--- config.mk ---
export PLATFORM = sky130hd
export DESIGN_NAME = rr_arbiter_3
export DESIGN_NICKNAME = d
export VERILOG_FILES = /design/src/rtl/rr_arbiter_3.sv
export SDC_FILE = /design/constraint.sdc
export NUM_CORES = 1
export LEC_CHECK = 0
export BUFFER_PORTS_ARGS = -buffer_cell sky130_fd_sc_hd__buf_2
export CAP_MARGIN = 10
export CORE_AREA = 2 2 39 41
export CTS_BUF_LIST = sky130_fd_sc_hd__clkbuf_4
export CTS_CLUSTER_SIZE = 25
export DETAILED_ROUTE_END_ITERATION = 16
export DIE_AREA = 0 0 41 43
export GPL_ROUTABILITY_DRIVEN = 0
export GPL_TIMING_DRIVEN = 0
export SYNTH_ARGS = -nofsm -noshare
export SYNTH_HDL_FRONTEND = slang
export SYNTH_SLANG_ARGS = --single-unit
--- constraint.sdc ---
create_clock -name clk -period 1.25 [get_ports clk]
set_input_delay 0.25 -clock clk [delete_from_list [all_inputs] [get_ports clk]]
set_output_delay 0.25 -clock clk [all_outputs]
set_load 0.02 [all_outputs]
--- src/rtl/rr_arbiter_3.sv ---
// ---------------------------------------------------------------------------
// rr_arbiter_3
//
// Three-requester round-robin arbiter placed in front of the 3-bit-in /
// 2-bit-out encoder. A source keeps its req bit high for the whole
// transaction. The arbiter holds the grant until the owner drops its request.
// The rotation pointer ensures that no requester waits behind more than two
// other grants.
//
// Ports:
//   clk        in   1  rising-edge clock
//   rst_n      in   1  asynchronous active-low reset
//   req        in   3  request per source
//   gnt        out  3  registered one-hot grant, all-zero when idle
//   gnt_idx    out  2  encoded owner (00/01/10), 2'b11 when no owner
//   gnt_valid  out  1  high while any grant is active (equals |gnt)
//
// Parameters:
//   MAX_HOLD   cycles an owner may hold while others wait (legal 2..2^CNT_W)
//   CNT_W      width of the hold counter
//
// Optional build macro:
//   TIMEOUT_EN  when defined, an owner whose hold counter has saturated at
//               MAX_HOLD-1 is preempted as soon as another request is
//               pending. When undefined, the counter still runs and
//               saturates, but it never affects the grant.
// ---------------------------------------------------------------------------
module rr_arbiter_3 #(
  parameter int MAX_HOLD = 8,
  parameter int CNT_W    = 4
) (
  input  logic       clk,
  input  logic       rst_n,
  input  logic [2:0] req,
  output logic [2:0] gnt,
  output logic [1:0] gnt_idx,
  output logic       gnt_valid
);

  typedef enum logic {
    IDLE  = 1'b0,
    GRANT = 1'b1
  } state_t;

  localparam logic [CNT_W-1:0] CNT_MAX = CNT_W'(MAX_HOLD - 1);
  localparam logic [1:0]       IDX_NONE = 2'b11;

  state_t           state_q, state_d;
  logic [2:0]       gnt_q, gnt_d;
  logic [1:0]       idx_q, idx_d;
  logic [1:0]       ptr_q, ptr_d;
  logic [CNT_W-1:0] cnt_q, cnt_d;

  logic [2:0] others;
  logic       owner_req;
  logic       timeout_hit;

  // Successor of a source index in the 0 -> 1 -> 2 -> 0 rotation.
  function automatic logic [1:0] next_mod3(input logic [1:0] i);
    next_mod3 = (i == 2'd2) ? 2'd0 : i + 2'd1;
  endfunction

  // Returns the first set bit of mask, searching start, start+1, start+2
  // (mod 3). Returns 2'b11 when the mask is empty.
  function automatic logic [1:0] pick(input logic [2:0] mask,
                                      input logic [1:0] start);
    logic [1:0] first, second, third;
    first  = start;
    second = next_mod3(start);
    third  = next_mod3(second);
    if (mask[first])       pick = first;
    else if (mask[second]) pick = second;
    else if (mask[third])  pick = third;
    else                   pick = 2'b11;
  endfunction

  assign others    = req & ~gnt_q;
  assign owner_req = |(req & gnt_q);

`ifdef TIMEOUT_EN
  assign timeout_hit = (cnt_q == CNT_MAX) && (|others);
`else
  assign timeout_hit = 1'b0;
`endif

  // Next-state logic. Every new grant loads the grant, index, pointer and
  // counter together. This keeps gnt and gnt_idx consistent at every edge.
  always_comb begin
    logic       do_grant;
    logic [1:0] win_idx;

    state_d  = state_q;
    gnt_d    = gnt_q;
    idx_d    = idx_q;
    ptr_d    = ptr_q;
    cnt_d    = cnt_q;
    do_grant = 1'b0;
    win_idx  = 2'd0;

    unique case (state_q)
      IDLE: begin
        if (|req) begin
          do_grant = 1'b1;
          win_idx  = pick(req, ptr_q);
        end
      end
      GRANT: begin
        if (!owner_req) begin
          // The owner released. Hand off at this same edge if anyone else
          // is waiting. The search starts after the owner and excludes it.
          if (|others) begin
            do_grant = 1'b1;
            win_idx  = pick(others, next_mod3(idx_q));
          end else begin
            state_d = IDLE;
            gnt_d   = 3'b000;
            idx_d   = IDX_NONE;
          end
        end else if (timeout_hit) begin
          do_grant = 1'b1;
          win_idx  = pick(others, next_mod3(idx_q));
        end else if (cnt_q != CNT_MAX) begin
          cnt_d = cnt_q + 1'b1;
        end
      end
      default: begin
        state_d = IDLE;
      end
    endcase

    if (do_grant) begin
      state_d = GRANT;
      gnt_d   = 3'(3'b001 << win_idx);
      idx_d   = win_idx;
      ptr_d   = next_mod3(win_idx);
      cnt_d   = '0;
    end
  end

  always_ff @(posedge clk or negedge rst_n) begin
    if (!rst_n) begin
      state_q <= IDLE;
      gnt_q   <= 3'b000;
      idx_q   <= IDX_NONE;
      ptr_q   <= 2'd0;
      cnt_q   <= '0;
    end else begin
      state_q <= state_d;
      gnt_q   <= gnt_d;
      idx_q   <= idx_d;
      ptr_q   <= ptr_d;
      cnt_q   <= cnt_d;
    end
  end

  assign gnt       = gnt_q;
  assign gnt_idx   = idx_q;
  assign gnt_valid = |gnt_q;

endmodule

### Word level (Yosys, flattened, before mapping)

Cells that the tools add are included.

| word-level totals | value |
|---|---|
| memories | 0 |
| input port bits | 5 |
| ROM bits | 0 |
| flip-flop bits (word level) | 8 |
| bits in writable memories | 0 |
| output and inout bits | 6 |
| bits in latches | 0 |
| word-level logic and storage cells | 78 |

| operators by class | value |
|---|---|
| muxes and demuxes | 43 |
| div/mod/pow operators | 0 |
| reduce and logical (&&, ||, !) cells | 6 |
| order comparisons | 6 |
| equality and inequality tests | 8 |
| shift operators | 1 |
| bitwise logic cells | 4 |
| multipliers | 0 |
| add/sub/neg operators | 6 |

Operators with widths:

| operator | count |
|---|---|
| 2-bit two-way mux | 19 |
| 2-bit by 3-bit < comparator with 1-bit output (second input constant) | 6 |
| 2-bit by 1-bit adder with 2-bit output (second input constant) | 6 |
| 1-bit binary-select mux with 2-bit select | 6 |
| 2-bit equality test (second input constant) | 6 |
| 1-bit two-way mux | 12 |
| 3-bit two-way mux | 4 |
| 3-bit OR reduction | 4 |
| 3-bit AND | 2 |
| 2-bit by 1-bit inequality test with 1-bit output (second input constant) | 2 |
| 2-bit one-hot mux with 2 select lines | 1 |
| 3-bit inverter | 1 |
| 3-bit AND reduction | 1 |
| 1-bit by 2-bit left shift with 3-bit output (first input constant) | 1 |
| 1-bit one-hot mux with 2 select lines | 1 |
| 2-bit nonzero test | 1 |
| 1-bit inverter | 1 |

### Logic depth before layout (Yosys ltp)

Gate-level depths: netlist (run 1).

| depth | value |
|---|---|
| word-level depth | 16 |
| gate-level depth with buffers | 6 |

### Least setup slack after synthesis (run 1)

No wires, ideal clock.

| timing | value |
|---|---|
| path kind | register to register |
| start | register gnt_q[0] (netlist: gnt[0]) |
| end | register gnt_q[2] (netlist: gnt[2]) |
| path buffers | 0 |
| arrival | 1.346 ns |
| slack | -0.217 ns |
| data required time | 1.128 ns |
| period minus slack after synthesis | 1.467 ns |
| stages on the path, launching flop included | 6 |
| library setup time | 0.122 ns |
| cell sequence | dfrtp_1 > a22oi_2 > nand3_2 > nor3b_2 > a2bb2oi_2 > a32o_1 |

| between the ends | value |
|---|---|
| cells in the longest elaborated chain, start to end | 12 |

RTL lines:

| item | line | source |
|---|---|---|
| from (decl) | 49 | `logic [2:0] gnt_q, gnt_d;` |
| from (signal assigned) | 149 | `gnt_q <= gnt_d;` |
| 3-bit inverter | 77 | `assign others = req & ~gnt_q;` |
| 3-bit AND | 77 |  |
| 1-bit binary-select mux with 2-bit select | -- |  |
| 1-bit two-way mux | -- |  |
| 2-bit two-way mux | 73 | `else if (mask[third]) pick = third;` |
| 2-bit two-way mux | 72 | `else if (mask[second]) pick = second;` |
| 2-bit two-way mux | 71 | `if (mask[first]) pick = first;` |
| 2-bit two-way mux | 111 | `if (\|others) begin` |
| 2-bit two-way mux | 108 | `if (!owner_req) begin` |
| 2-bit one-hot mux with 2 select lines | 100 | `unique case (state_q)` |
| 1-bit by 2-bit left shift with 3-bit output | 133 | `gnt_d = 3'(3'b001 << win_idx);` |
| 3-bit two-way mux | 131 | `if (do_grant) begin` |

Parallel ways exist; a longest one is shown, timed or not. The select of a mux whose other input is x is not followed.
A chain may end at the register's enable or synchronous reset.

### Worst setup path in the final report (run 1)

Same ends and word-level chain as after synthesis.

==> results.py, run 1 <==
metrics = {
    "sta": {
        "rsz0062_at_grt": "true",
        "slew_viol_final": 0,
        "worst_clock_skew_ns": 0.0132,
        "fmax_mhz": 664,
        "slew_headroom_pct": 70.3,
        "period_share_pct": 121,
        "fin_ws_ns": -0.256,
        "fin_tns_setup_ns": -1.77,
        "setup_viol": 8,
        "hold_violations": 0,
        "post-route-min-period_ns": 1.51,
        "whs_ns": 0.323,
        "tightest_slew_ns": 0.443,
    },
    "worst_setup_path": {
        "path_class": "register to register",
        "max_stage_delay_ns": 0.44,
        "slowest_stage": "dfrtp_2",
        "crit_path_start": "gnt[0]",
        "reg2reg_from": "gnt[0]",
        "rrSetupSlack_ns": -0.26,
        "arrival_ns": 1.70,
        "cp.buffers_inverters": 0,
        "critPathCaptureType": "register",
        "cp-start-kind": "register",
        "worstPathRequired_ns": 1.45,
        "critPathMaxFanout": 6,
        "crit_path_cell_trace": "a22oi_2, nand3_2, nor3b_4, nand2_1, o21ai_4, a32o_1",
        "critPathTopFamily": "compound AO/OA/AOI/OAI gates",
    },
    "clocking": {
        "clkLatencyLatePin_ns": 0.26,
        "clk_path_buf_depth": 2,
        "cts.clk_slew.worst_paths_ns": 0.07,
        "cts-root-buf": "clkbuf_4",
        "cts_buffers": 3,
        "htreeDepth": 1,
        "cts_tree": "done",
        "cts.sinks": 8,
    },
    "pwr": {
        "power_density_nw_per_um2": 2620,
        "design_power_total_uw": 1770,
        "ir_drop_mv": 1.14,
        "power.leakage_uw": 0.000304,
    },
    "floorplan": {
        "coreArea_um2": 1380,
        "die_h_um": 43,
        "fp.dieW_um": 41,
        "num_io_pins": 11,
        "initial_core_util_pct": 36.5,
        "core.rowCount": 14,
        "dieArea_um2": 1760,
    },
    "synth": {
        "synth_area_leaders": "dfrtp_1 (30%), dfstp_2 (10%), nand2_1 (8.9%), a21oi_1 (4.0%), nand2b_1 (3.7%)",
        "synth_cell_types": 27,
        "syn_inst": 57,
        "ys_seq_elements": 8,
        "yosysTopAreaCell": "dfrtp_1",
        "synth.avg_cell_area_um2": 8.87,
        "netlist_area_um2": 505,
        "ys_seq_area_share_pct": 40.1,
        "yosysWarnings": 0,
        "synth_nets": 62,
        "netlist.area_leader.share_pct": 29.7,
    },
    "min_path": {
        "min-delay-start": "req[2]",
        "hp-class": "input port to register",
    },
    "run_status": {
        "status": "finished with violations",
        "violations": "setup timing",
    },
    "global_routing": {
        "grt_pass1_wl_um": 1900,
        "grtUsageTotal_pct": 15.8,
        "grt_pass1_vias": 495,
        "grt_antenna_before_repair": 0,
        "grt_max_degree": 9,
        "gr-total-overflow": 0,
    },
    "final_layout": {
        "final_layout_size_suffix_gt1_share_pct": 39.5,
        "diodes": 0,
        "fillers": 129,
        "syn2layout_area_growth_pct": 33.7,
        "nets": 82,
        "fin_cells": 92,
    },
    "placement": {
        "dp.cells": 83,
        "portBuffers": 10,
        "dp_hpwl_um": 869,
    },
    "routing": {
        "firstDrtPassIters": 4,
        "dr_wl_met2_um": 595,
        "final_antenna_net_count": 0,
        "vias": 491,
        "met1Wirelength_um": 593,
        "top_layer": "met4",
        "viasPerCell": 5.34,
        "drt_iter0_markers": 11,
        "route.detailed.drc": 0,
        "totalWireLength_um": 1260,
        "met3_length_um": 59,
        "wl_per_cell_um": 13.6,
    },
    "job": {
        "max_cap_violations": 0,
    },
}
==> flip-flops by register name, summed over array words and instances (netlist names) <==
signal,count
state_q,1
gnt,3
gnt_idx,2
ptr_q,2
==> cells in the mapped netlist <==
cell type,n
inv_1,4
or2b_1,1
a21oi_1,4
a22oi_2,1
a32o_1,1
nor3b_1,1
o21ai_1,2
nor2b_1,2
o31ai_1,1
nand2b_1,3
a21oi_2,1
nand3b_1,1
nor3b_2,1
a2bb2oi_2,1
o211ai_1,1
o21ai_2,1
o22ai_1,2
or3_1,1
o21a_1,2
nor2_1,1
dfrtp_1,6
o22a_1,1
nand2_1,12
o21ai_0,2
dfstp_2,2
nor3_2,1
nand3_2,1
==> per-layer routing <==
layer  track usage [%]  vias to the layer above
met3              3.14                        2
met1              21.1                      230
met2              24.1                       17
met4              6.00                        0
li1                  -                      242
met5                 0                        -
==> worst register-to-register path, cell delays in order, from the launching register on <==
cell and delay [ns]:
dfrtp_2 0.44, a22oi_2 0.20, nand3_2 0.13, nor3b_4 0.23
nand2_1 0.12, o21ai_4 0.12, a32o_1 0.20
==> placed cells by master, fill, tap and decap left out, types with 2 or more instances in the layout <==
cell type  count
dfrtp_1        4
nand2_1       12
buf_2          8
o22ai_1        2
dfrtp_2        2
dfstp_2        2
inv_1          4
buf_4          5
nand2b_1       3
clkbuf_4       4
a21oi_1        4
o21a_1         2
o21ai_1        2
nor2b_1        2
o21ai_0        2
==> final cells by class <==
| type | instances | area (um^2) | share of cell area, % |
|---|---|---|---|
| timing repair buffer | 15 | 98.8 | 14.6 |
| multi-input combinational | 45 | 307 | 45.4 |
| clock buffer | 4 | 30.0 | 4.44 |
| sequential | 8 | 205 | 30.4 |
| inverter | 4 | 15.0 | 2.22 |
| tap | 16 | 20.0 | 2.96 |
==> report_power, final <==
group / total [uW] / internal [uW] / switching, uW
sequential: 537 / 400 / 137
combinational: 988 / 462 / 526
clock: 242 / 144 / 97.6
total: 1770 / 1010 / 760
==> kinds of logic after synthesis <==
| logic type | Yosys count | share of synthesized area (%) |
|---|---|---|
| and+or+nand+nor | 25 | 28.0 |
| AOI/OAI and AO/OA | 20 | 29.0 |
| DFF | 8 | 40.1 |
| buffers and inverters | 4 | 2.97 |
==> per-stage QoR <==
step | util (%) | cell area (um^2) | setup WS (ns)
3_5_place_dp | 41.8 | 578 | -0.274
3_3_place_gp | 41.8 | 578 | -0.248
2_1_floorplan | - | 508 | -0.169
6_report | 48.8 | 676 | -0.256
4_1_cts | 46.7 | 647 | -0.245
5_1_grt | 48.8 | 676 | -0.319
==> final timing paths <==
check / endpoint / cells after the start
setup / recovery: gnt[2] / 6
hold / removal: state_q / 3
setup reg to reg: gnt[2] / 6
hold reg to reg: ptr_q[0] / 2
max in group asynchronous: gnt_idx[0] / 2
min in group asynchronous: state_q / 2
==> timing repair <==
item / in CTS / in global routing
endpoints found under the hold margin: 6 / 0
buffers inserted: 2 / 2
hold buffers: 1 / 0
resized for setup: 3 / 3
setup endpoints to repair: 9 / 9
cloned: 0 / 0
pin swaps: 5 / 1
Note: power is estimated with default switching activity, not from simulation.
==> run 2, diff against run 1 <==
--- a/config.mk
+++ b/config.mk
@@ -13,7 +13,6 @@
 export DETAILED_ROUTE_END_ITERATION = 16
 export DIE_AREA = 0 0 41 43
 export GPL_ROUTABILITY_DRIVEN = 0
-export GPL_TIMING_DRIVEN = 0
 export SYNTH_ARGS = -nofsm -noshare
 export SYNTH_HDL_FRONTEND = slang
 export SYNTH_SLANG_ARGS = --single-unit
==> constraint.sdc (replaced) <==
create_clock -name clk -period 1.2 [get_ports clk]
set_input_delay 0.24 -clock clk [delete_from_list [all_inputs] [get_ports clk]]
set_output_delay 0.24 -clock clk [all_outputs]
set_load 0.02 [all_outputs]
==> run 2 against run 1 <==
Critical path depth fell by 3; critical path type is now register to output port; die area stayed put; worst hold slack improved by 0.033 ns; the flow still finishes with violations (setup timing).
==> results.py, run 2 (synthesis results as in run 1) <==
metrics = {
    "run_status": {
        "status": "finished with violations",
        "violations": "setup timing",
    },
    "clocking": {
        "cts.clk_slew.worst_paths_ns": 0.06,
        "clkLatencyLatePin_ns": 0.26,
        "cts.sinks": 8,
        "cts-root-buf": "clkbuf_4",
        "clk_path_buf_depth": 2,
        "htreeDepth": 1,
        "cts_buffers": 3,
        "cts_tree": "done",
    },
    "sta": {
        "fin_tns_setup_ns": -2.48,
        "fin_ws_ns": -0.370,
        "rsz0062_at_grt": "true",
        "slew_headroom_pct": 78.7,
        "worst_clock_skew_ns": 0.00487,
        "post-route-min-period_ns": 1.57,
        "tightest_slew_ns": 0.319,
        "hold_violations": 0,
        "setup_viol": 11,
        "fmax_mhz": 637,
        "period_share_pct": 131,
        "slew_viol_final": 0,
    },
    "floorplan": {
        "initial_core_util_pct": 36.5,
        "core.rowCount": 14,
        "fp.dieW_um": 41,
        "die_h_um": 43,
        "num_io_pins": 11,
        "dieArea_um2": 1760,
        "coreArea_um2": 1380,
    },
    "global_routing": {
        "grtUsageTotal_pct": 19.5,
        "grt_antenna_before_repair": 0,
        "grt_pass1_vias": 507,
        "grt_pass1_wl_um": 2160,
        "gr-total-overflow": 0,
        "grt_max_degree": 9,
    },
    "routing": {
        "drt_iter0_markers": 9,
        "wl_per_cell_um": 14.4,
        "final_antenna_net_count": 0,
        "viasPerCell": 5.05,
        "vias": 535,
        "route.detailed.drc": 0,
        "totalWireLength_um": 1530,
        "firstDrtPassIters": 4,
    },
    "min_path": {
        "hp-class": "input port to async pin",
    },
    "final_layout": {
        "final_area_um2": 853,
        "final_layout_size_suffix_gt1_share_pct": 55.6,
        "fillers": 130,
        "mostFrequentLayoutCells": "buf_4 (14), nand2_1 (10), buf_6 (10)",
        "diodes": 0,
        "final_common_cell": "buf_4",
        "syn2layout_area_growth_pct": 68.8,
        "largest_reg_flops": 3,
        "nets": 96,
    },
    "worst_setup_path": {
        "arrival_ns": 1.33,
        "critPathMaxFanout": 3,
        "rrSetupSlack_ns": -0.31,
        "cp-start-kind": "register",
        "critPathCaptureType": "output port",
        "worstPathRequired_ns": 0.96,
        "path_class": "register to output port",
    },
    "pwr": {
        "power_density_nw_per_um2": 2740,
        "ir_drop_mv": 1.30,
        "power.leakage_uw": 0.000389,
    },
    "placement": {
        "placed_area_um2": 676,
        "portBuffers": 10,
        "dp_hpwl_um": 1050,
        "pre_cts_ws_ns": -0.259,
    },
    "job": {
        "max_cap_violations": 0,
    },
}
==> run 2: cell types whose count changed in the layout (fill, tap and decap cells not counted), sizes merged <==
cell  change
buf      +14
==> run 2: repair_timing <==
| item | in CTS | in global routing |
|---|---|---|
| pin swaps | 5 | 1 |
| resized for setup | 16 | 10 |
| buffers inserted | 3 | 2 |
| hold endpoints to repair | 6 | 0 |
| endpoints found under the setup margin | 13 | 13 |
| hold buffers | 1 | 0 |
==> run 2: path summary, 6_finish.rpt <==
check,cells past startpoint,endpoint,from
max in group asynchronous,2,gnt_idx[0],rst_n
min in group clk,4,state_q,req[2]
worst max-delay path,3,gnt_valid,gnt[2]
worst max register to register,6,gnt[2],gnt[2]
worst min-delay path,2,gnt[1],rst_n
worst min register to register,2,ptr_q[0],ptr_q[0]
==> run 2: cell type report <==
| type | count | area [um^2] | area share, % |
|---|---|---|---|
| sequential | 8 | 205 | 24.0 |
| timing repair buffer | 29 | 248 | 29.0 |
| clock buffer | 4 | 30.0 | 3.52 |
| multi-input combinational | 45 | 335 | 39.3 |
| tap | 16 | 20.0 | 2.35 |
| inverter | 4 | 15.0 | 1.76 |
==> run 2: report_power, final <==
part	switching, uW	leakage [uW]	internal, uW
Combinational	714	0.000280	827
Sequential	123	0.0000908	417
Clock	103	0.0000184	151
Total	941	0.000389	1400
==> run 2: layer usage <==
layer / vias to the layer above / track usage [%] / part of all wire, %
li1: 271 / - / -
met1: 249 / 23.7 / 41
met2: 11 / 29.4 / 52
met3: 4 / 1.57 / 2.7
met4: 0 / 16.0 / 3.6
met5: - / 0 / 0
==> run 2: stage by stage <==
step           total power (uW)  utilization (%)  hold slack, ns  std cells
2_1_floorplan              1160                -         -0.0556         57
3_3_place_gp               1590             48.8          0.0921         96
3_5_place_dp               1610             48.8          0.0929         96
4_1_cts                    2130             57.6           0.343        104
5_1_grt                    2460             61.7           0.368        106
6_report                   2340             61.7           0.356        106
==> run 2: critical path, cell delays in order, from the launching register on <==
cell and delay [ns]:
dfrtp_2 0.43, buf_6 0.12, or3_4 0.37, buf_6 0.14
==> run 3, diff against run 2 <==
==> constraint.sdc (replaced) <==
create_clock -name clk -period 1.37 [get_ports clk]
set_input_delay 0.274 -clock clk [delete_from_list [all_inputs] [get_ports clk]]
set_output_delay 0.274 -clock clk [all_outputs]
set_load 0.02 [all_outputs]
==> run 3 against run 2 <==
Register-to-register slack improved by 0.12 ns; largest cell class unchanged; via count is 4.7% lower; worst setup slack improved by 0.16 ns; wire length fell by 16%; the flow still finishes with violations (setup timing); cell area is 13% lower; final cell count down 6.6%; sequential share of layout area rose by 3.7 points; largest power group unchanged.
==> results.py, run 3 (synthesis results as in run 1) <==
metrics = {
    "run_status": {
        "status": "finished with violations",
        "violations": "setup timing",
    },
    "global_routing": {
        "grt_antenna_before_repair": 0,
        "gr-total-overflow": 0,
        "grt_max_degree": 9,
        "grt_pass1_wl_um": 2060,
        "grtUsageTotal_pct": 17.8,
        "grt_pass1_vias": 451,
    },
    "clocking": {
        "cts.clk_slew.worst_paths_ns": 0.06,
        "htreeDepth": 1,
        "clkLatencyLatePin_ns": 0.26,
        "cts.sinks": 8,
        "cts_buffers": 3,
        "cts_tree": "done",
        "cts-root-buf": "clkbuf_4",
        "clk_path_buf_depth": 2,
    },
    "sta": {
        "tightest_slew_ns": 0.302,
        "period_share_pct": 115,
        "setup_viol": 8,
        "fin_ws_ns": -0.212,
        "fin_tns_setup_ns": -1.17,
        "fmax_mhz": 632,
        "whs_ns": 0.377,
        "hold_violations": 0,
        "rsz0062_at_grt": "true",
        "slew_headroom_pct": 79.7,
        "worst_clock_skew_ns": 0.00994,
        "post-route-min-period_ns": 1.58,
        "slew_viol_final": 0,
    },
    "worst_setup_path": {
        "cp-start-kind": "register",
        "slowest_stage": "dfrtp_2",
        "critPathCaptureType": "output port",
        "r2r_end": "gnt[2]",
        "path_class": "register to output port",
        "crit_path_cell_trace": "buf_4, or3_4, buf_6",
        "arrival_ns": 1.31,
        "rrSetupSlack_ns": -0.19,
        "reg2reg_from": "gnt[0]",
        "critPathTopFamily": "flip-flops",
        "rr_worst_depth": 6,
        "worstPathRequired_ns": 1.10,
        "cp.buffers_inverters": 2,
        "max_stage_delay_ns": 0.40,
        "critPathMaxFanout": 3,
    },
    "final_layout": {
        "mostFrequentLayoutCells": "nand2_1 (11), buf_4 (10), buf_2 (8)",
        "fin_cells": 99,
        "nets": 89,
        "largest_reg_flops": 3,
        "syn2layout_area_growth_pct": 46.0,
        "diodes": 0,
        "final_common_cell": "nand2_1",
        "final_layout_size_suffix_gt1_share_pct": 45.8,
        "final_area_um2": 738,
        "final_util_pct": 53.3,
    },
    "pwr": {
        "ir_drop_mv": 1.05,
        "power_density_nw_per_um2": 2360,
        "power.leakage_uw": 0.000340,
    },
    "floorplan": {
        "dieArea_um2": 1760,
        "initial_core_util_pct": 36.5,
        "num_io_pins": 11,
        "fp.dieW_um": 41,
        "core.rowCount": 14,
        "die_h_um": 43,
        "coreArea_um2": 1380,
    },
    "routing": {
        "route.detailed.drc": 0,
        "drt_iter0_markers": 12,
        "viasPerCell": 5.15,
        "final_antenna_net_count": 0,
        "vias": 510,
        "wl_per_cell_um": 13.0,
        "firstDrtPassIters": 4,
        "totalWireLength_um": 1290,
    },
    "job": {
        "max_cap_violations": 0,
    },
    "placement": {
        "dp.cells": 91,
        "dp_hpwl_um": 926,
        "portBuffers": 10,
        "placed_area_um2": 638,
    },
    "min_path": {
        "hp-class": "input port to async pin",
    },
}
-- run 3: layout make-up --
cell class                 instances  area (um^2)
inverter                           4         15.0
sequential                         8          205
fill                             135          646
timing repair buffer              22          159
clock buffer                       4         30.0
tap                               16         20.0
multi-input combinational         45          309
-- run 3: worst max path at each step --
stage                end  depth (start not counted)   start
3_3_place_gp      gnt[2]                          7  req[0]
5_1_grt           gnt[2]                          6  gnt[0]
3_5_place_dp      gnt[2]                          7  req[0]
4_1_cts        gnt_valid                          3  gnt[0]
2_1_floorplan     gnt[2]                          6  gnt[0]
6_report       gnt_valid                          3  gnt[0]
-- run 3: where the power goes --
| group | leakage (uW) | internal (uW) | total (uW) | switching, uW |
|---|---|---|---|---|
| clock | 0.0000184 | 131 | 214 | 82.8 |
| combinational | 0.000230 | 536 | 1070 | 533 |
| sequential | 0.0000908 | 364 | 457 | 93.2 |
-- run 3: what timing repair did --
item	4_1_cts	5_1_grt
pin swaps	2	3
endpoints found under the setup margin	8	9
hold endpoints to repair	6	0
buffers inserted	3	0
gates resized for setup	1	8
gates cloned	0	0
hold buffers	1	0
-- run 3: routing by layer --
| metal | track usage (%) | vias to the layer above | share of wire, % |
|---|---|---|---|
| met3 | 1.57 | 2 | 3.6 |
| met5 | 0 | - | 0 |
| met4 | 12.0 | 0 | 0.62 |
| met2 | 25.3 | 11 | 50 |
| li1 | - | 256 | - |
| met1 | 24.6 | 241 | 45 |
-- run 3: stage by stage --
step | power, uW | worst slack, ns
final | 1740 | -0.212
after global routing | 1870 | -0.302
after CTS | 1640 | -0.210
after detailed placement | 1340 | -0.131
after global placement | 1340 | -0.116
after floorplan | 1010 | -0.0485
